[config.mk]
export PLATFORM = sky130hd
export DESIGN_NAME = irq_ctrl
export DESIGN_NICKNAME = d
export VERILOG_FILES = /design/src/rtl/irq_ctrl_pkg.sv /design/src/rtl/irq_prio_enc.sv /design/src/rtl/irq_ctrl.sv
export SDC_FILE = /design/constraint.sdc
export NUM_CORES = 1
export LEC_CHECK = 0
export CORE_ASPECT_RATIO = 1.5
export CORE_UTILIZATION = 37
export CTS_CLUSTER_SIZE = 8
export DETAILED_ROUTE_END_ITERATION = 7
export HOLD_SLACK_MARGIN = 0.03
export PLACE_DENSITY = 0.8
export SLEW_MARGIN = 10
export SYNTH_ARGS = -nofsm -noshare
export SYNTH_HDL_FRONTEND = slang
export SYNTH_SLANG_ARGS = --single-unit
[constraint.sdc]
create_clock -name clk -period 1.5 [get_ports clk]
set_input_delay 0.375 -clock clk [delete_from_list [all_inputs] [get_ports clk]]
set_output_delay 0.375 -clock clk [all_outputs]
set_load 0.02 [all_outputs]
[src/rtl/irq_ctrl_pkg.sv]
// Shared constants and types for the irq_ctrl interrupt controller.
// The optional LOST register is enabled by defining IRQ_CTRL_LOST_EN.
package irq_ctrl_pkg;

  localparam logic [2:0] REG_PENDING = 3'd0;
  localparam logic [2:0] REG_MASK    = 3'd1;
  localparam logic [2:0] REG_CAUSE   = 3'd2;
  localparam logic [2:0] REG_EOI     = 3'd3;
  localparam logic [2:0] REG_LOST    = 3'd4;

  localparam int CAUSE_VALID_BIT = 31;

  typedef enum logic [1:0] {
    ST_IDLE    = 2'd0,
    ST_REQ     = 2'd1,
    ST_SERVICE = 2'd2
  } irq_state_e;

  // Per-source registers are at most 16 bits wide; widen them onto the bus.
  function automatic logic [31:0] zext16(input logic [15:0] v);
    return {16'h0000, v};
  endfunction

endpackage

[src/rtl/irq_prio_enc.sv]
// Lowest-index-first priority encoder: index 0 wins over every other request.
module irq_prio_enc #(
  parameter int N = 6,
  parameter int W = 4
) (
  input  logic [N-1:0] req_i,
  output logic [W-1:0] sel_o,
  output logic         any_o
);

  // Scan from the top down so the lowest set index is the last one written.
  always_comb begin
    sel_o = '0;
    for (int i = N - 1; i >= 0; i--) begin
      if (req_i[i]) sel_o = W'(i);
    end
  end

  assign any_o = |req_i;

endmodule

[src/rtl/irq_ctrl.sv]
// Memory-mapped interrupt controller sharing one CPU interrupt line between sources.
// Define IRQ_CTRL_LOST_EN to add the LOST (overrun) register at word index 4.
module irq_ctrl
  import irq_ctrl_pkg::*;
#(
  parameter int N_SRC = 6,
  parameter int ID_W  = 4
) (
  input  logic             clk,
  input  logic             reset,
  input  logic [N_SRC-1:0] src_irq,
  input  logic [4:0]       addr,
  input  logic             we,
  input  logic [31:0]      wd,
  output logic [31:0]      rd,
  input  logic             int_ack,
  output logic             cpu_irq
);

  logic [N_SRC-1:0] src_q;
  logic [N_SRC-1:0] pending_q, pending_d;
  logic [N_SRC-1:0] mask_q, mask_d;
  logic [ID_W-1:0]  cur_id_q;
  irq_state_e       state_q;
  logic             cpu_irq_q;

  logic [2:0]       regIdx;
  logic             wrPend, wrMask, wrEoi;
  logic [N_SRC-1:0] evt, req, w1cPend, ackClr;
  logic [ID_W-1:0]  sel;
  logic             reqAny, ackTake;
  logic             unusedBits;

  assign regIdx     = addr[4:2];
  assign wrPend     = we && (regIdx == REG_PENDING);
  assign wrMask     = we && (regIdx == REG_MASK);
  assign wrEoi      = we && (regIdx == REG_EOI);
  assign unusedBits = ^{addr[1:0], wd};

  assign evt     = src_irq & ~src_q;
  assign req     = pending_q & mask_q;
  assign ackTake = (state_q == ST_REQ) && int_ack;

  irq_prio_enc #(
    .N(N_SRC),
    .W(ID_W)
  ) u_prio (
    .req_i(req),
    .sel_o(sel),
    .any_o(reqAny)
  );

  // New events are ORed in last so a same-cycle set beats W1C and ack clears.
  always_comb begin
    w1cPend   = wrPend ? wd[N_SRC-1:0] : '0;
    ackClr    = (ackTake && reqAny) ? (N_SRC'(1) << sel) : '0;
    pending_d = (pending_q & ~(w1cPend | ackClr)) | evt;
    mask_d    = wrMask ? wd[N_SRC-1:0] : mask_q;
  end

  always_ff @(posedge clk) begin
    if (reset) begin
      src_q     <= '0;
      pending_q <= '0;
      mask_q    <= '0;
    end else begin
      src_q     <= src_irq;
      pending_q <= pending_d;
      mask_q    <= mask_d;
    end
  end

  always_ff @(posedge clk) begin
    if (reset) begin
      state_q   <= ST_IDLE;
      cpu_irq_q <= 1'b0;
      cur_id_q  <= '0;
    end else begin
      case (state_q)
        ST_IDLE: begin
          if (reqAny) begin
            state_q   <= ST_REQ;
            cpu_irq_q <= 1'b1;
          end
        end
        ST_REQ: begin
          if (int_ack) begin
            cur_id_q  <= sel;
            state_q   <= ST_SERVICE;
            cpu_irq_q <= 1'b0;
          end else if (!reqAny) begin
            state_q   <= ST_IDLE;
            cpu_irq_q <= 1'b0;
          end
        end
        ST_SERVICE: begin
          if (wrEoi) state_q <= ST_IDLE;
        end
        default: begin
          state_q   <= ST_IDLE;
          cpu_irq_q <= 1'b0;
        end
      endcase
    end
  end

  assign cpu_irq = cpu_irq_q;

`ifdef IRQ_CTRL_LOST_EN
  logic [N_SRC-1:0] lost_q, lost_d;
  logic             wrLost;

  assign wrLost = we && (regIdx == REG_LOST);

  // An overrun is an event hitting a pending bit that is not leaving this cycle.
  always_comb begin
    lost_d = lost_q & ~(wrLost ? wd[N_SRC-1:0] : '0);
    lost_d = lost_d | (evt & pending_q & ~(w1cPend | ackClr));
  end

  always_ff @(posedge clk) begin
    if (reset) lost_q <= '0;
    else       lost_q <= lost_d;
  end
`endif

  always_comb begin
    rd = '0;
    case (regIdx)
      REG_PENDING: rd = zext16(16'(pending_q));
      REG_MASK:    rd = zext16(16'(mask_q));
      REG_CAUSE: begin
        rd[CAUSE_VALID_BIT] = (state_q == ST_SERVICE);
        rd[ID_W-1:0]        = cur_id_q;
      end
`ifdef IRQ_CTRL_LOST_EN
      REG_LOST:    rd = zext16(16'(lost_q));
`endif
      default:     rd = '0;
    endcase
  end

endmodule

==> out/metrics.csv, run 1 <==
metric,value,unit
status,"finished, violations left",
failing checks,setup timing,
DRT Pass-1 Iters,4,
vias in the first global route,1131,
switching share of total power,24.7,%
drt drc,0,
flop2flop setup slack,-20,ps
CP endpoint kind,register,
crit share post-route,102,%
P&R area growth vs syn,49.2,%
Clock Pin Slew Worst Setup and Hold Paths,80,ps
vias per cell,4.90,
core box area,0.00342,mm²
Boundary Pins,80,
setup violators final,7,
Peak VDD IR,0.000477,V
Sink Count,24,
CTS tree,done,
"FF+latch count, synth",24,
Die X,50.9,µm
Reg power frac,43.4,%
first-pass GRT wire length,5.09,mm
TNS Setup,-93.2,ps
die area,0.00383,mm²
Tightest Hold Check Type,register to register,
"top cells by area, synth","dfxtp_1 36%, buf_4 14%, mux2i_1 9.1%",
P_int,1190,µW
root buffer cell,clkbuf_8,
worst skew pair latency,260,ps
crit-path max FO,2,
Routed Antenna Nets,0,
Synth cell types,32,
crit path DAT,1690,ps
Syn. warnings,0,
reg2reg end,pending_q[5]$_SDFF_PP0_,
Synth Instances,150,
layout cells sized above 1,35.9,%
CTS H-tree lvls,1,
Comb pwr share,21.4,%
via count,1229,
ANT cells,0,
IO buf count,26,
final slew viol count,0,
Nets,257,
gr usage total,17.9,%
Num CTS Buffers,3,
Net Switching,391,µW
Lkg Pwr,0.000864,µW
Yosys top cell by area,dfxtp_1,
grt total ovfl,0,
startpoint types,register,
min cycle time layout,1520,ps
Worst Reg-to-Reg Cells,5,
f_max,656,MHz
CP Class,register to register,
row count,26,
initial antenna violation count,0,
Hold Path Depth,2,
synthesized area per cell,8.84,µm²
Power Density,800,mW/mm²
Hold Worst Slack,466,ps
GP Congestion,0.803,
Detailed Route Iter0 Violations,39,
sequential fraction of the synthesis area,36.2,%
clock skew,1.63,ps
Worst Min Path Start,src_q[2]$_SDFF_PP0_,
post-synth top area share,36.2,%
RSZ-0062 raised after global routing,true,
largest net degree at the start of global routing,15,
WL/cell,12.6,µm
clock buffer depth,2,
Hold Path End,pending_q[2]$_SDFF_PP0_,
DP HPWL,2.38,mm
WP data required,1660,ps
initial core utilization,38.8,%
Post-Synthesis Cell Area,0.00133,mm²
power share of the clock group,35.2,%
setup ws final,-24.0,ps
number of max-cap violations,0,
WL final,3.16,mm
Worst R2R Start,mask_q[2]$_SDFFE_PP0P_,
die height,75.3,µm
Final Hold Fails,0,
-- timing repair --
action | 4_1_cts | 5_1_grt
buffers inserted | 5 | 2
endpoints found under the setup margin | 21 | 14
pin swaps | 6 | 3
resized for setup | 67 | 14
hold buffers | 0 | 0
-- worst max path at each step --
stage / from / to / slack [ps] / cells past startpoint
after floorplan: addr[4] / rd[3] / -40 / 2
after global placement: addr[3] / rd[31] / -920 / 4
after detailed placement: addr[3] / rd[31] / -930 / 4
after CTS: addr[2] / rd[2] / -40 / 7
after global routing: mask_q[2]$_SDFFE_PP0P_ / pending_q[5]$_SDFF_PP0_ / -110 / 5
final: mask_q[2]$_SDFFE_PP0P_ / pending_q[5]$_SDFF_PP0_ / -20 / 5
-- state kept, by name (all words and copies together), names as in the netlist --
name / count
src_q: 6
cur_id_q: 3
mask_q: 6
state_q: 2
pending_q: 6
cpu_irq: 1
-- cells in the final DEF, fill, tap and decap left out, types with 2 or more instances in the layout --
cell	Yosys	routed
a21oi_2	0	4
inv_1	4	4
nand3b_1	4	4
nor2_1	12	9
nor2b_1	10	9
a22o_2	2	2
nor4bb_4	0	2
buf_6	0	9
dfxtp_1	24	19
a41o_1	2	2
nand2_1	11	10
buf_4	25	30
a21oi_1	10	6
mux2i_1	12	12
nand3_1	4	4
clkdlybuf4s50_1	0	14
clkbuf_8	0	3
buf_2	3	3
nand4_1	2	2
conb_1	1	25
o2bb2ai_1	3	3
dfxtp_2	0	5
a22oi_1	2	2
nor3_2	0	2
buf_8	0	2
nor2_2	0	3
-- kinds of logic after synthesis --
group                  count (synthesis)  share of synthesized area (%)
and+or+nand+nor                       51                           21.7
buffers and inverters                 35                           17.3
AOI/OAI and AO/OA                     27                           15.5
DFF                                   24                           36.2
muxes                                 12                           9.06
other                                  1                          0.283
-- cells in the mapped netlist (all sizes together) --
master and count:
dfxtp 24, clkbuf 2, a32o 1, o22ai 1, buf 29, nand2 11, nor2 12, nand4b 1
mux2i 12, a222oi 1, a32oi 1, nor4b 1, nor3 3, inv 4, conb 1, a22oi 2
a21oi 10, nor4bb 2, nand4 2, nor2b 10, a22o 3, and3b 1, nand3 4, a31o 1
o2bb2ai 3, a311o 1, nand3b 4, a41o 3
-- layout make-up --
class                   count  area, µm²
well taps                  42       52.6
repair buffers             62        564
clock inverters             1       30.0
fillers                   305       1440
flip-flops and latches     24        487
clock buffers               3       41.3
inverters                   4       15.0
multi-input cells         115        788
-- through the flow --
stage          utilization [%]  area [µm²]  power [µW]  instances  setup slack (ps)
6_report                  57.9        1980        1580        251             -24.0
3_5_place_dp              51.6        1760         998        241              -933
2_1_floorplan                -        1440         908        174             -40.4
3_3_place_gp              51.6        1760         992        241              -922
4_1_cts                   56.0        1910        1580        249             -39.5
5_1_grt                   57.9        1980        1650        251              -108
-- worst max-delay path, cell delays in order, from the launching register on --
cell,delay [ps]
dfxtp_2,340
buf_6,110
a222oi_1,420
nand4_1,180
nand3b_1,190
a41o_1,190
-- power groups by stage --
stage	sequential [µW]	clock (µW)	combinational (µW)
after CTS	686	569	322
after global routing	690	598	364
after global placement	698	0	294
after floorplan	706	0	202
final	687	557	339
after detailed placement	699	0	299
-- per-layer routing --
metal	up-vias	wire (µm)	part of all wire, %	global-route usage [%]
met5	-	0	0	0
met4	0	65	2.1	9.57
met3	6	131	4.1	2.00
met2	57	1790	56	35.0
met1	565	1180	37	18.4
li1	601	-	-	-
Note: power is estimated with default switching activity, not from simulation.
==> run 2: changes to the inputs <==
==> constraint.sdc (replaced) <==
create_clock -name clk -period 1.6 [get_ports clk]
set_input_delay 0.4 -clock clk [delete_from_list [all_inputs] [get_ports clk]]
set_output_delay 0.4 -clock clk [all_outputs]
set_load 0.02 [all_outputs]
==> out/metrics.csv, run 2 (same netlist as run 1, synthesis figures left out) <==
metric,value,unit
"slowest stage delay, CP",170,ps
setup violators final,0,
ANT cells,0,
"Critical Path, Cell by Cell",buf_8 > buf_8 > buf_4 > mux2i_1 > nor3_1 > buf_4,
Tightest Hold Check Type,register to register,
Reg power frac,50.2,%
CTS tree,done,
core box area,0.00342,mm²
RSZ-0062 raised after global routing,true,
clock buffer depth,2,
Die X,50.9,µm
status,completed,
first-pass GRT wire length,4.80,mm
switching share of total power,27.4,%
worst skew pair latency,260,ps
Power Density,701,mW/mm²
gr usage total,16.7,%
Pwr Total,1280,µW
"commonest non-fill, non-tap cell in the layout",buf_4,
Boundary Pins,80,
GP Congestion,0.904,
Worst path top cell family by delay,buffers and inverters,
Hold Worst Slack,461,ps
final slew viol count,0,
largest net degree at the start of global routing,13,
row count,26,
Worst Reg-to-Reg Cells,6,
grt total ovfl,0,
vias per cell,4.90,
Num CTS Buffers,3,
"commonest cells after routing, fill and taps aside","33 x buf_4, 25 x conb_1, 22 x dfxtp_1",
number of max-cap violations,0,
Stages on worst setup path,6,
P_int,928,µW
Peak VDD IR,0.000497,V
crit path DAT,1190,ps
WL final,2.95,mm
via count,1206,
Lkg Pwr,0.000798,µW
power share of the clock group,27.6,%
crit-path max FO,5,
CP bufs+invs,4,
CTS H-tree lvls,1,
CP endpoint kind,output port,
DRT Pass-1 Iters,4,
layout cells sized above 1,27.9,%
die area,0.00383,mm²
initial antenna violation count,0,
vias in the first global route,1081,
CTS Hold Buffers Added,0,
Sink Count,24,
DP HPWL,2.33,mm
initial core utilization,38.8,%
Routed Antenna Nets,0,
drt drc,0,
IO buf count,26,
f_max,628,MHz
root buffer cell,clkbuf_8,
Detailed Route Iter0 Violations,47,
Final Hold Fails,0,
Net Switching,350,µW
startpoint types,primary input,
Clock Pin Slew Worst Setup and Hold Paths,80,ps
P&R area growth vs syn,37.5,%
Comb pwr share,22.1,%
Top Registers,"mask_q: 6 flops, pending_q: 6 flops, src_q: 6 flops",
CP Class,primary input to output port,
CP max-delay cell,buf_4,
crit share post-route,99.5,%
WL/cell,12.0,µm
clock skew,1.19,ps
min cycle time layout,1590,ps
WP data required,1200,ps
Hold Path Depth,2,
die height,75.3,µm
Nets,253,
run 2: cell count changes in the layout (fill, tap and decap cells not counted), sizes merged:
cell	change
clkdlybuf4s50	+1
dlymetal6s2s	-1
clkdlybuf4s15	-1
bufinv	-1
clkbuf	+1
buf	-4
run 2: through the flow:
step	area [µm²]	TNS (ps)	setup slack [ps]	utilization [%]	instances
2_1_floorplan	1430	0	2.29	-	174
3_3_place_gp	1750	-9980	-807	51.2	240
3_5_place_dp	1750	-10330	-829	51.2	240
4_1_cts	1770	0	0.728	51.7	243
5_1_grt	1820	-210	-64.4	53.4	246
6_report	1820	0	8.30	53.4	246
run 2: repair_timing:
item / CTS / global route
pin swaps: 3 / 7
gates resized for setup: 48 / 12
endpoints found under the setup margin: 20 / 13
buffers inserted: 0 / 3
run 2: path summary, 6_finish.rpt:
| kind | slack [ps] | endpoint | startpoint |
|---|---|---|---|
| setup / recovery | 8 | rd[5] | addr[2] |
| hold / removal | 460 | cur_id_q[2]$_SDFFE_PP0P_ | cur_id_q[2]$_SDFFE_PP0P_ |
| setup reg to reg | 40 | cpu_irq$_SDFFE_PP0P_ | mask_q[2]$_SDFFE_PP0P_ |
| hold reg to reg | 460 | cur_id_q[2]$_SDFFE_PP0P_ | cur_id_q[2]$_SDFFE_PP0P_ |
run 2: area by class of cell:
cell class	instances	area (µm²)
clock buffer	3	41.3
sequential	24	483
timing repair buffer	58	484
inverter	4	15.0
multi-input combinational	115	747
fill	342	1590
tap	42	52.6
run 2: power groups by stage:
stage | Sequential [µW] | Clock [µW] | Combinational [µW]
floorplan | 662 | 0 | 188
global placement | 654 | 0 | 271
detailed placement | 654 | 0 | 275
CTS | 640 | 362 | 272
global route | 643 | 373 | 308
finish | 642 | 353 | 283
run 2: worst reg2reg max path, stage by stage (launching register included):
cell	delay, ps
dfxtp_2	340
buf_6	120
a222oi_1	440
buf_4	190
a311o_1	160
o22ai_1	80
o2bb2ai_1	130
run 2: layer usage:
metal	part of all wire (%)	up-vias	track usage, %
met5	0	-	0
met4	2.1	0	10.2
met3	4.5	6	2.20
met2	53	51	30.7
met1	40	557	18.0
li1	-	592	-
==> run 3: changes to the inputs <==
==> constraint.sdc (replaced) <==
create_clock -name clk -period 1.5 [get_ports clk]
set_input_delay 0.375 -clock clk [delete_from_list [all_inputs] [get_ports clk]]
set_output_delay 0.375 -clock clk [all_outputs]
set_load 0.02 [all_outputs]
==> results of run 3 <==
Same layout as run 1: the final DEF is identical, and so are final timing and power.
